### config.mk
export PLATFORM = sky130hd
export DESIGN_NAME = uart_cmd_rx_flat
export DESIGN_NICKNAME = d
export VERILOG_FILES = /design/src/rtl/uart_cmd_rx_if.sv /design/src/rtl/uart_cmd_rx.sv /design/src/flat_wrapper.sv
export SDC_FILE = /design/constraint.sdc
export NUM_CORES = 1
export LEC_CHECK = 0
export ABC_AREA = 1
export BUFFER_PORTS_ARGS = -buffer_cell sky130_fd_sc_hd__buf_2
export CORE_ASPECT_RATIO = 0.9
export CORE_MARGIN = 8
export CORE_UTILIZATION = 40
export CTS_CLUSTER_DIAMETER = 60
export DETAILED_ROUTE_END_ITERATION = 8
export HOLD_SLACK_MARGIN = 0.06
export PLACE_DENSITY = 0.72
export SYNTH_ARGS = -nofsm -noshare
export SYNTH_HDL_FRONTEND = slang
export SYNTH_SLANG_ARGS = --single-unit
### constraint.sdc
create_clock -name clock -period 1.95 [get_ports clock]
set_input_delay 0.195 -clock clock [delete_from_list [all_inputs] [get_ports clock]]
set_output_delay 0.195 -clock clock [all_outputs]
set_load 0.05 [all_outputs]
### src/rtl/uart_cmd_rx_if.sv
`default_nettype none
// ==========================================================================
// Module   : uart_cmd_rx_if
// Brief    : Command handshake (valid/ready + opcode/a/b) out of uart_cmd_rx
// Revision : 1.0
// ==========================================================================
interface uart_cmd_rx_if;
   logic       cmd_valid;
   logic       cmd_ready;
   logic [2:0] opcode;
   logic [7:0] a;
   logic [7:0] b;

   modport master (
      output cmd_valid,
      output opcode,
      output a,
      output b,
      input  cmd_ready
   );

   modport slave (
      input  cmd_valid,
      input  opcode,
      input  a,
      input  b,
      output cmd_ready
   );
endinterface
`default_nettype wire

### src/rtl/uart_cmd_rx.sv
`default_nettype none
// ==========================================================================
// Module   : uart_cmd_rx
// Brief    : 8N1 UART receiver assembling 3-byte commands (header, a, b)
// Revision : 1.0
// ==========================================================================
module uart_cmd_rx #(
   parameter int CLKS_PER_BIT = 16,
   parameter int TIMEOUT_CLKS = 640
) (
   input  wire logic     clock,
   input  wire logic     reset,
   input  wire logic     ena,
   input  wire logic     rx,
   uart_cmd_rx_if.master cmd,
   output logic          rx_busy,
   output logic          frame_err,
   output logic          sync_err,
   output logic          overrun_err
);

   localparam int c_half = CLKS_PER_BIT / 2;
   localparam int c_cw   = $clog2(CLKS_PER_BIT);
   localparam int c_tw   = (TIMEOUT_CLKS > 1) ? $clog2(TIMEOUT_CLKS) : 1;

   localparam logic [c_cw-1:0] c_half_last = c_cw'(c_half - 1);
   localparam logic [c_cw-1:0] c_bit_last  = c_cw'(CLKS_PER_BIT - 1);
   localparam logic [c_tw-1:0] c_tmo_last  = c_tw'(TIMEOUT_CLKS - 1);
   localparam logic [4:0]      c_hdr_tag   = 5'b10100;

   localparam logic [1:0] c_idle  = 2'd0;
   localparam logic [1:0] c_start = 2'd1;
   localparam logic [1:0] c_data  = 2'd2;
   localparam logic [1:0] c_stop  = 2'd3;

   logic            r_rx_meta;
   logic            r_rx_s;
   logic [1:0]      r_state;
   logic [1:0]      w_state_next;
   logic [c_cw-1:0] r_cnt;
   logic [2:0]      r_bit_idx;
   logic [7:0]      r_shift;

   logic            w_cnt_half;
   logic            w_cnt_last;
   logic            w_bit_idle;
   logic            w_byte_done;
   logic            w_frame_bad;

   logic [1:0]      r_idx;
   logic [2:0]      r_op_pend;
   logic [7:0]      r_a_pend;
   logic            r_valid;
   logic [2:0]      r_opcode;
   logic [7:0]      r_a;
   logic [7:0]      r_b;
   logic [c_tw-1:0] r_tmo;
   logic            w_tmo_run;
   logic            w_tmo_hit;
   logic            w_accept;

   logic            r_frame_err;
   logic            r_sync_err;
   logic            r_overrun_err;

   // rx is asynchronous; flops idle high so a reset never looks like a start bit
   always_ff @(posedge clock or posedge reset) begin
      if (reset) begin
         r_rx_meta <= 1'b1;
         r_rx_s    <= 1'b1;
      end else if (!ena) begin
         r_rx_meta <= 1'b1;
         r_rx_s    <= 1'b1;
      end else begin
         r_rx_meta <= rx;
         r_rx_s    <= r_rx_meta;
      end
   end

   assign w_cnt_half = (r_cnt == c_half_last);
   assign w_cnt_last = (r_cnt == c_bit_last);

   always_ff @(posedge clock or posedge reset) begin
      if (reset) begin
         r_state <= c_idle;
      end else if (!ena) begin
         r_state <= c_idle;
      end else begin
         r_state <= w_state_next;
      end
   end

   always_comb begin
      w_state_next = r_state;
      case (r_state)
         c_idle: begin
            if (!r_rx_s) begin
               w_state_next = c_start;
            end
         end
         c_start: begin
            if (w_cnt_half) begin
               w_state_next = r_rx_s ? c_idle : c_data;
            end
         end
         c_data: begin
            if (w_cnt_last && (r_bit_idx == 3'd7)) begin
               w_state_next = c_stop;
            end
         end
         c_stop: begin
            if (w_cnt_last) begin
               w_state_next = c_idle;
            end
         end
         default: w_state_next = c_idle;
      endcase
   end

   always_comb begin
      w_bit_idle  = (r_state == c_idle);
      w_byte_done = 1'b0;
      w_frame_bad = 1'b0;
      if ((r_state == c_stop) && w_cnt_last) begin
         w_byte_done = r_rx_s;
         w_frame_bad = !r_rx_s;
      end
   end

   // Bit timing counter and LSB-first data capture at mid-bit
   always_ff @(posedge clock or posedge reset) begin
      if (reset) begin
         r_cnt     <= '0;
         r_bit_idx <= 3'd0;
         r_shift   <= 8'h00;
      end else if (!ena) begin
         r_cnt     <= '0;
         r_bit_idx <= 3'd0;
         r_shift   <= 8'h00;
      end else begin
         case (r_state)
            c_idle: begin
               r_cnt     <= '0;
               r_bit_idx <= 3'd0;
            end
            c_start: begin
               r_cnt     <= w_cnt_half ? '0 : r_cnt + 1'b1;
               r_bit_idx <= 3'd0;
            end
            c_data: begin
               if (w_cnt_last) begin
                  r_cnt              <= '0;
                  r_shift[r_bit_idx] <= r_rx_s;
                  r_bit_idx          <= r_bit_idx + 1'b1;
               end else begin
                  r_cnt <= r_cnt + 1'b1;
               end
            end
            c_stop: begin
               r_cnt <= w_cnt_last ? '0 : r_cnt + 1'b1;
            end
            default: begin
               r_cnt     <= '0;
               r_bit_idx <= 3'd0;
            end
         endcase
      end
   end

   // A byte is taken when no command is held or the held one leaves this cycle
   assign w_accept  = w_byte_done && (!r_valid || cmd.cmd_ready);
   assign w_tmo_run = w_bit_idle && (r_idx != 2'd0);
   assign w_tmo_hit = w_tmo_run && (r_tmo == c_tmo_last);

   always_ff @(posedge clock or posedge reset) begin
      if (reset) begin
         r_tmo <= '0;
      end else if (!ena) begin
         r_tmo <= '0;
      end else if (w_tmo_run && !w_tmo_hit) begin
         r_tmo <= r_tmo + 1'b1;
      end else begin
         r_tmo <= '0;
      end
   end

   always_ff @(posedge clock or posedge reset) begin
      if (reset) begin
         r_idx         <= 2'd0;
         r_op_pend     <= 3'd0;
         r_a_pend      <= 8'h00;
         r_valid       <= 1'b0;
         r_opcode      <= 3'd0;
         r_a           <= 8'h00;
         r_b           <= 8'h00;
         r_frame_err   <= 1'b0;
         r_sync_err    <= 1'b0;
         r_overrun_err <= 1'b0;
      end else if (!ena) begin
         r_idx         <= 2'd0;
         r_op_pend     <= 3'd0;
         r_a_pend      <= 8'h00;
         r_valid       <= 1'b0;
         r_opcode      <= 3'd0;
         r_a           <= 8'h00;
         r_b           <= 8'h00;
         r_frame_err   <= 1'b0;
         r_sync_err    <= 1'b0;
         r_overrun_err <= 1'b0;
      end else begin
         r_frame_err   <= w_frame_bad;
         r_sync_err    <= 1'b0;
         r_overrun_err <= 1'b0;

         if (r_valid && cmd.cmd_ready) begin
            r_valid <= 1'b0;
         end

         if (w_byte_done && !w_accept) begin
            r_overrun_err <= 1'b1;
         end else if (w_accept) begin
            case (r_idx)
               2'd0: begin
                  if (r_shift[7:3] == c_hdr_tag) begin
                     r_op_pend <= r_shift[2:0];
                     r_idx     <= 2'd1;
                  end else begin
                     r_sync_err <= 1'b1;
                  end
               end
               2'd1: begin
                  r_a_pend <= r_shift;
                  r_idx    <= 2'd2;
               end
               2'd2: begin
                  r_idx    <= 2'd0;
                  r_opcode <= r_op_pend;
                  r_a      <= r_a_pend;
                  r_b      <= r_shift;
                  r_valid  <= 1'b1;
               end
               default: r_idx <= 2'd0;
            endcase
         end else if (w_tmo_hit) begin
            r_sync_err <= 1'b1;
            r_idx      <= 2'd0;
            r_op_pend  <= 3'd0;
            r_a_pend   <= 8'h00;
         end
      end
   end

   assign rx_busy       = !w_bit_idle || (r_idx != 2'd0);
   assign frame_err     = r_frame_err;
   assign sync_err      = r_sync_err;
   assign overrun_err   = r_overrun_err;
   assign cmd.cmd_valid = r_valid;
   assign cmd.opcode    = r_opcode;
   assign cmd.a         = r_a;
   assign cmd.b         = r_b;

endmodule
`default_nettype wire

### src/flat_wrapper.sv
// flat-port wrapper written by rule: the top's interface ports become plain ports
module uart_cmd_rx_flat 
#(
   parameter int CLKS_PER_BIT = 16,
   parameter int TIMEOUT_CLKS = 640
)
  (clock, reset, ena, rx, rx_busy, frame_err, sync_err, overrun_err, cmd_cmd_valid, cmd_opcode, cmd_a, cmd_b, cmd_cmd_ready);
  uart_cmd_rx_if cmd_i ();
  input  wire logic clock;
  input  wire logic reset;
  input  wire logic ena;
  input  wire logic rx;
  output logic rx_busy;
  output logic frame_err;
  output logic sync_err;
  output logic overrun_err;
  output wire logic [$bits(cmd_i.cmd_valid)-1:0] cmd_cmd_valid;
  output wire logic [$bits(cmd_i.opcode)-1:0] cmd_opcode;
  output wire logic [$bits(cmd_i.a)-1:0] cmd_a;
  output wire logic [$bits(cmd_i.b)-1:0] cmd_b;
  input wire logic [$bits(cmd_i.cmd_ready)-1:0] cmd_cmd_ready;
  assign cmd_cmd_valid = cmd_i.cmd_valid;
  assign cmd_opcode = cmd_i.opcode;
  assign cmd_a = cmd_i.a;
  assign cmd_b = cmd_i.b;
  assign cmd_i.cmd_ready = cmd_cmd_ready;
  uart_cmd_rx #(.CLKS_PER_BIT(CLKS_PER_BIT), .TIMEOUT_CLKS(TIMEOUT_CLKS)) u_core (.clock(clock), .reset(reset), .ena(ena), .rx(rx), .cmd(cmd_i), .rx_busy(rx_busy), .frame_err(frame_err), .sync_err(sync_err), .overrun_err(overrun_err));
endmodule
==> After elaboration in Yosys (flattened, before gate mapping) <==
Cells that the tools add are included.
{ "word_totals": {"ff_bits": 65, "in_bits": 5, "output_inout_bits": 24, "word_cells": 145} }
{ "op_classes": {"addsub": 3, "order_cmp": 2, "eq_ne": 26, "muxes": 69, "reduce_logical": 28} }
{ "ops": {"columns": ["cell", "n"], "rows": [
  ["8-bit 2-to-1 mux", 16],
  ["3-bit 2-to-1 mux", 12],
  ["2-bit 2-to-1 mux", 11],
  ["10-bit 2-to-1 mux", 2],
  ["1-bit 2-to-1 mux", 19],
  ["3-bit by 2-bit inequality test with 1-bit output (second input constant)", 5],
  ["4-bit 2-to-1 mux", 3],
  ["3-bit inequality test (second input constant)", 4],
  ["4-bit one-hot mux with 3 select lines", 1],
  ["10-bit by 1-bit adder with 10-bit output (second input constant)", 1],
  ["10-bit == test (second input constant)", 1],
  ["1-bit logical AND", 9],
  ["3-bit AND reduction", 3],
  ["8-bit bitwise mux", 1],
  ["2-bit by 1-bit inequality test with 1-bit output (second input constant)", 4],
  ["2-bit one-hot mux with 4 select lines", 1],
  ["4-bit AND reduction", 2],
  ["2-bit == test (second input constant)", 3],
  ["3-bit one-hot mux with 2 select lines", 1],
  ["5-bit == test (second input constant)", 1],
  ["1-bit zero test", 5],
  ["4-bit by 1-bit adder with 4-bit output (second input constant)", 1],
  ["2-bit by 1-bit == test with 1-bit output (second input constant)", 2],
  ["4-bit by 3-bit == test with 1-bit output (second input constant)", 1],
  ["other kinds (15)", 19]
]} }

==> Depth between registers and ports, before layout <==
Gate-level depths: netlist of run 1.
{ "depth": {"ltp_word": 8, "ltp_mapped": 10, "ltp_nobuf": 9} }

==> Worst setup path before layout of run 1 <==
Ideal clock, no wire load.
{ "synth_timing": {"path_type": "flip-flop to flip-flop", "start": "register u_core.r_valid, in the netlist u_core.cmd.cmd_valid", "end": "register u_core.r_a_pend[0]", "arrival_ns": 1.467, "required_time_ns": 1.834, "slack_ns": 0.366, "path_stages_with_launch": 9, "cell_sequence": "dfrtp_1 inv_1 nor2_1 inv_1 a21oi_1 nand2_2 buf_4 nand3_1 nand2_1"} }
{ "synth_via": {"elab_chain_len": 7, "word_cells_on_any_way": 12} }
{ "synth_lines": {"columns": ["element", "line_no", "rtl"], "rows": [
  ["from (decl)", "uart_cmd_rx.sv:53", "logic r_valid;"],
  ["from (signal assigned)", "uart_cmd_rx.sv:192", "r_valid <= 1'b0;"],
  ["from (signal assigned)", "uart_cmd_rx.sv:203", "r_valid <= 1'b0;"],
  ["from (signal assigned)", "uart_cmd_rx.sv:216", "r_valid <= 1'b0;"],
  ["1-bit zero test *", "uart_cmd_rx.sv:171", "assign w_accept = w_byte_done && (!r_valid || cmd.cmd_ready);"],
  ["1-bit logical OR *", "uart_cmd_rx.sv:171", null],
  ["1-bit logical AND *", "uart_cmd_rx.sv:171", null],
  ["1-bit zero test", "uart_cmd_rx.sv:219", "if (w_byte_done && !w_accept) begin"],
  ["1-bit logical AND", "uart_cmd_rx.sv:219", null],
  ["2-bit inequality test (no line)", null, null],
  ["3-bit AND reduction (no line)", null, null],
  ["to (signal assigned)", "uart_cmd_rx.sv:232", "r_a_pend <= r_shift;"],
  ["to (decl)", "uart_cmd_rx.sv:52", "logic [7:0] r_a_pend;"]
]} }
Every way passes the cells marked *; elsewhere a longest branch is shown, timed or not. The select of a mux whose other input is x is not followed.
A chain may end at the register's enable or synchronous reset.

==> Final worst setup path of run 1 <==
{ "layout_timing": {"start": "register u_core.r_idx[1]", "end": "output port rx_busy"} }
{ "layout_via": {"elab_chain_len": 2} }
{ "layout_lines": {"columns": ["element", "line_no", "rtl"], "rows": [
  ["from (decl)", "uart_cmd_rx.sv:50", "logic [1:0] r_idx;"],
  ["from (signal assigned)", "uart_cmd_rx.sv:189", "r_idx <= 2'd0;"],
  ["from (signal assigned)", "uart_cmd_rx.sv:200", "r_idx <= 2'd0;"],
  ["from (signal assigned)", "uart_cmd_rx.sv:226", "r_idx <= 2'd1;"],
  ["2-bit nonzero test", "uart_cmd_rx.sv:253", "assign rx_busy = !w_bit_idle || (r_idx != 2'd0);"],
  ["1-bit logical OR", "uart_cmd_rx.sv:253", null],
  ["to (decl)", "flat_wrapper.sv:13", "output logic rx_busy;"]
]} }
Every way passes these cells.

==> qor.yml, run 1 <==
final_layout:
  drive_gt1_share_pct: 16.8
  antennaDiodeCount: 0
  nNetsFinal: 402
  n_fill_cell: 723
  layout_common_cells: "nand2_1, dfrtp_1, nor2_1"
  layout_commonest_cell: "nand2_1"
  syn_to_final_growth_pct: 15.9
sta:
  rsz0062_at_grt: "no"
  tightest_slew_ps: 424
  hold_violations: 0
  fin_crit_ps: 1720
  max_freq_mhz: 583
  fin_setup_tns_ps: 0
  setup_viol: 0
  fin_crit_sh_pct: 88.0
  finalWorstSetupSlack_ps: 235
  finalClockSkew_ps: 8.88
  slew_headroom_pct: 71.6
  finalMaxSlewViolations: 0
synthesis:
  yosysWarningCount: 0
  mappedNetlistArea_um2: 3000
  synthCells: 354
  synth_top_area_share_pct: 52.5
  synth-edff-count: 0
  ys_ff_latch: 65
  yosysUniqueCellTypes: 32
  async_reset_ff_share_pct: 100
  ys_top_cells_by_area: "dfrtp_1, nand2_1, nand3_1, nor2_1, inv_1"
  ys_seq_area_share_pct: 54.2
  synth_area_leader_cell: "dfrtp_1"
  synth_ff_type: "dfrtp_1"
  syn-num-nets: 363
  avgSynthCellArea_um2: 8.49
cts:
  cts.htree.levels: 3
  tritoncts: "built"
  numClockSinks: 65
  clockBufferDepth: 2
  clk_pin_slew_ps: 70
  clk_latency_ps: 350
  post_cts_resize_count: 0
  cts-root-buf: "clkbuf_8"
  cts_made_buffers: 9
detailed_routing:
  wl_per_cell_um: 12.5
  first_iter_violations: 110
  drc_errors: 0
  first_pass_iters: 4
  antenna_left: 0
  via_count: 2407
  finalWirelength_mm: 6.19
  viasPerCell: 4.87
global_routing:
  grt_pass1_vias: 2339
  grt_usage_pct: 12.9
  grt_max_degree: 66
  grt_antenna_before_repair: 0
  overflow: 0
  grt_pass1_wl_mm: 10.9
worst_setup_path:
  cp_data_required_time_ps: 1750
  cp_max_fo: 5
  endpoint_kind: "output port"
  cp.arrival_ps: 1520
  worst-setup-path-type: "register to output port"
  start_kind: "register"
floorplanning:
  fp.dieH_um: 98.2
  design.portCount: 29
  row_count: 30
  die_w_um: 107
  die-area_um2: 10500
  core_um2: 7390
  floorplan.initialDensity_pct: 40.6
flow_run:
  maxCapViolCount: 0
min_path:
  worstHoldPathType: "primary input to register"
power_and_ir_drop:
  ir_drop_v: 0.000463
  power_density_nw_per_um2: 779
  p_leak_nw: 1.84
placed_design:
  io_buffers: 28
  pre_cts_ws_ps: 263
  dp_hpwl_mm: 4.36
  gp_congestion: 0.815
status:
  status: "finished, final reports clean"
## per-layer routing
layer	global-route usage [%]	share of wire, %
met1	15.7	44
met4	5.33	1.9
met2	19.8	47
met5	0	0
met3	5.20	6.9
## area by class of cell
| class | count | area, um2 | area share [%] |
|---|---|---|---|
| repair buffers | 36 | 218 | 6.25 |
| clock buffers | 14 | 183 | 5.25 |
| multi-input cells | 247 | 1190 | 34.3 |
| inverters | 34 | 129 | 3.70 |
| well taps | 96 | 120 | 3.45 |
| flip-flops and latches | 65 | 1630 | 46.8 |
| clock inverters | 2 | 10.0 | 0.288 |
## cells in the mapped netlist, types with 2 or more instances
library cell / n
nand2_1: 106
dfrtp_1: 63
nor2_1: 34
inv_1: 32
nand3_1: 28
o21ai_0: 23
nand4_1: 10
a21oi_1: 9
nor3_1: 7
ha_1: 4
nand2_2: 4
buf_2: 3
nor3b_1: 3
xor2_1: 3
buf_6: 2
dfstp_2: 2
nand2_4: 2
nor2_2: 2
nor4_1: 2
or2_2: 2
xnor2_1: 2
## path summary, 6_finish.rpt
kind | from | end | slack (ps) | depth (start not counted)
worst min register to register | u_core.r_cnt[0] | u_core.r_cnt[0] | 460 | 1
worst min-delay path | cmd_cmd_ready | u_core.overrun_err | 220 | 4
max in group asynchronous | reset | u_core.r_rx_meta | 1190 | 4
worst max register to register | u_core.r_cnt[0] | u_core.r_a_pend[6] | 260 | 10
worst max-delay path | u_core.r_idx[1] | rx_busy | 230 | 4
min in group asynchronous | reset | u_core.cmd.opcode[1] | 460 | 4
## where the power goes
part           internal, mW  switching (mW)  leakage, nW  total, mW
clock network         0.596           0.488        0.102       1.08
logic                0.0561           0.177        0.841      0.234
registers              1.37          0.0229        0.900       1.40
total                  2.03           0.688         1.84       2.71
## logic make-up (layout without fill, tap and decap cells)
family | Yosys count | in the layout | share of synthesized area (%)
AOI/OAI and AO/OA | 34 | 34 | 5.75
xor gates and xnor gates | 5 | 5 | 1.46
adders and majority gates | 4 | 4 | 1.67
buffers and inverters | 42 | 86 | 6.08
DFF | 65 | 65 | 54.2
and+or+nand+nor | 204 | 204 | 30.8
## repair_timing
| action | 4_1_cts | 5_1_grt |
|---|---|---|
| hold buffers | 2 | 0 |
| endpoints found under the hold margin | 64 | 0 |
| setup buffers | 0 | 0 |
## sequential cells by signal, summed over array words and instances, names as in the netlist, 4 cells and up
register	flops
u_core.cmd.b	8
u_core.r_shift	8
u_core.cmd.a	8
u_core.r_tmo	10
u_core.r_cnt	4
u_core.r_a_pend	8
## critical path, stage by stage, from the launching register on
cell     delay, ps
dfrtp_1        420
nor2_1         310
buf_4          180
nand2_1         50
buf_2          210
## stage by stage
| step | hold slack (ps) | utilization [%] | power [mW] | area (um2) | std cells |
|---|---|---|---|---|---|
| finish | 220 | 47.1 | 2.71 | 3480 | 494 |
| global route | 235 | 47.1 | 2.83 | 3480 | 494 |
| CTS | 210 | 47.1 | 2.76 | 3480 | 494 |
| detailed placement | 291 | 44.2 | 1.65 | 3270 | 476 |
| global placement | 293 | 44.2 | 1.65 | 3270 | 476 |
| floorplan | 307 | - | 1.59 | 3000 | 354 |
Power figures use the tool's default switching activity.
==> inputs of run 2 (changes only) <==
--- a/config.mk
+++ b/config.mk
@@ -6,14 +6,14 @@
 export NUM_CORES = 1
 export LEC_CHECK = 0
 export ABC_AREA = 1
-export BUFFER_PORTS_ARGS = -buffer_cell sky130_fd_sc_hd__buf_2
 export CORE_ASPECT_RATIO = 0.9
 export CORE_MARGIN = 8
 export CORE_UTILIZATION = 40
 export CTS_CLUSTER_DIAMETER = 60
 export DETAILED_ROUTE_END_ITERATION = 8
+export DONT_BUFFER_PORTS = 1
 export HOLD_SLACK_MARGIN = 0.06
-export PLACE_DENSITY = 0.72
+export PLACE_DENSITY = 0.68
 export SYNTH_ARGS = -nofsm -noshare
 export SYNTH_HDL_FRONTEND = slang
 export SYNTH_SLANG_ARGS = --single-unit
==> run 2 against run 1 <==
Against the previous run: die area did not move; first-iteration DRC count rose by 29%; sequential cell count did not move; register-to-register slack got worse by 40 ps; setup slack got worse by 14 ps; cell count fell by 5.5%; critical path type is now register to register; largest power group unchanged.
==> qor.yml, run 2 (synthesized netlist as in run 1, its figures left out) <==
worst_setup_path:
  cp-startpoint: "u_core.r_cnt[0]"
  slowest_delay_ps: 390  # -30 ps
  cp_max_fo: 15  # +10
  cpMostUsedCell: "nand2_1"
  cp.arrival_ps: 2010  # +490 ps
  worst-setup-path-type: "register to register"
  cp_num_buf_inv: 0  # -2
  critical_path.slowest_cell: "dfrtp_1"
  rr_startpoint: "u_core.r_cnt[0]"
  start_kind: "register"
  crit_chain: "ha_1 > nand3_4 > nor2_4 > a21oi_1 > nand2_2 > nand2_4 > nand2_1 > nand2_1"
  critical_path.top_delay_family: "simple AND/OR/NAND/NOR gates"
  endpoint_kind: "register"
  cp_data_required_time_ps: 2230  # +480 ps
final_layout:
  final_area_um2: 3360  # -3.6%
  layout_common_cells: "nand2_1, dfrtp_1, nor2_1"
  largest_reg_flops: 10  # unchanged
  drive_gt1_share_pct: 10.8  # -6.1 points
  final_util_pct: 45.4  # -1.7 points
  fin_cells: 467  # -5.5%
  n_fill_cell: 707  # -2.2%
  nNetsFinal: 375  # -6.7%
  antennaDiodeCount: 0  # unchanged
  layout_commonest_cell: "nand2_1"
  syn_to_final_growth_pct: 11.7
  regMostFlops: "u_core.r_tmo"
sta:
  rsz0062_at_grt: "no"
  fin_crit_ps: 1730  # +13.8 ps
  fin_crit_sh_pct: 88.7  # +0.71 points
  finalMaxSlewViolations: 0  # unchanged
  hold_ws_ps: 110  # -109 ps
  tightest_slew_ps: 500  # +75.9 ps
  finalClockSkew_ps: 12.0  # +3.07 ps
  slew_headroom_pct: 66.6  # -5.0 points
  finalWorstSetupSlack_ps: 221  # -13.8 ps
  hold_violations: 0  # unchanged
  fin_setup_tns_ps: 0  # unchanged
  setup_viol: 0  # unchanged
  max_freq_mhz: 578  # -0.80%
global_routing:
  grt_usage_pct: 12.3  # -0.64 points
  grt_pass1_vias: 2207  # -5.6%
  overflow: 0  # unchanged
  grt_pass1_wl_mm: 10.4  # -3.9%
  grt_antenna_before_repair: 0  # unchanged
  grt_max_degree: 66  # unchanged
power_and_ir_drop:
  p_total_mw: 2.74  # +0.84%
  p_leak_nw: 1.69  # -8.2%
  intPower_mw: 2.04  # +0.68%
  p_seq_share_pct: 51.0  # -0.4 points
  clock_power_share_pct: 41.1  # +1.2 points
  combPwrFrac_pct: 7.9  # -0.7 points
  switching_power_mw: 0.697  # +1.3%
  p_sw_share_pct: 25.5  # +0.12 points
  power_density_nw_per_um2: 815  # +4.6%
  ir_drop_v: 0.000308  # -33%
placed_design:
  place_inst: 448  # -5.9%
  gp_congestion: 0.863  # +5.8%
  io_buffers: 0  # -100%
  pre_cts_ws_ps: 234  # -28.7 ps
  post_dp_cell_area_um2: 3130  # -4.3%
  dp_hpwl_mm: 4.27  # -2.1%
min_path:
  hp-start: "ena"
  worstHoldPathType: "primary input to register"
detailed_routing:
  wl_per_cell_um: 13.0  # +3.9%
  antenna_left: 0  # unchanged
  first_pass_iters: 4  # unchanged
  first_iter_violations: 142  # +29%
  via_count: 2301  # -4.4%
  drc_errors: 0  # unchanged
  viasPerCell: 4.93  # +1.1%
  finalWirelength_mm: 6.08  # -1.8%
floorplanning:
  fp.dieH_um: 98.2  # unchanged
  floorplan.initialDensity_pct: 40.6  # unchanged
  core_um2: 7390  # unchanged
  die_w_um: 107  # unchanged
  die-area_um2: 10500  # unchanged
  row_count: 30  # unchanged
  design.portCount: 29  # unchanged
cts:
  cts-root-buf: "clkbuf_8"
  clockBufferDepth: 2  # unchanged
  cts_setup_buffers: 0  # unchanged
  clk_pin_slew_ps: 70  # about the same
  cts_made_buffers: 9  # unchanged
  numClockSinks: 65  # unchanged
  clk_latency_ps: 340  # about the same
  cts.htree.levels: 3  # unchanged
  tritoncts: "built"
flow_run:
  maxCapViolCount: 0  # unchanged
status:
  status: "finished, final reports clean"
[run 2: cell count changes in the layout (fill, tap and decap cells not counted), sizes merged]
cell         delta
clkbuf          -3
bufinv          +1
buf            -28
dlygate4sd3     +1
clkinvlp        +2
[run 2: metal layers]
layer  global-route usage [%]  part of all wire, %  wire length [um]
met5                        0                    0                 0
met1                     16.0                   47              2860
met3                     4.41                  7.3               443
met2                     18.0                   44              2680
met4                     4.90                  1.5                92
[run 2: what timing repair did]
item,4_1_cts,5_1_grt
hold buffers,3,0
setup endpoints to repair,0,4
gates resized for setup,0,1
endpoints found under the hold margin,69,0
[run 2: cell type report]
| cell class | instances | area [um2] | share of cell area [%] |
|---|---|---|---|
| well taps | 96 | 120 | 3.58 |
| repair buffers | 9 | 87.6 | 2.61 |
| clock inverters | 5 | 55.1 | 1.64 |
| inverters | 34 | 129 | 3.84 |
| multi-input cells | 247 | 1190 | 35.6 |
| clock buffers | 11 | 141 | 4.21 |
| flip-flops and latches | 65 | 1630 | 48.5 |
[run 2: path summary, 6_finish.rpt]
| kind | cells after the start | to | slack, ps |
|---|---|---|---|
| worst min register to register | 1 | u_core.r_cnt[0] | 460 |
| max in group asynchronous | 3 | u_core.r_rx_meta | 1270 |
| worst max-delay path | 8 | u_core.r_a_pend[6] | 220 |
| worst max register to register | 8 | u_core.r_a_pend[6] | 220 |
| worst min-delay path | 2 | u_core.cmd.b[7] | 110 |
| min in group asynchronous | 3 | u_core.r_tmo[7] | 370 |
[run 2: power groups by stage]
stage                     registers, mW  logic (mW)  clock network [mW]
after floorplan                    1.41       0.174                   0
after global placement             1.42       0.210                   0
after detailed placement           1.42       0.215                   0
after CTS                          1.39       0.221                1.16
after global routing               1.40       0.247                1.21
final                              1.39       0.217                1.12
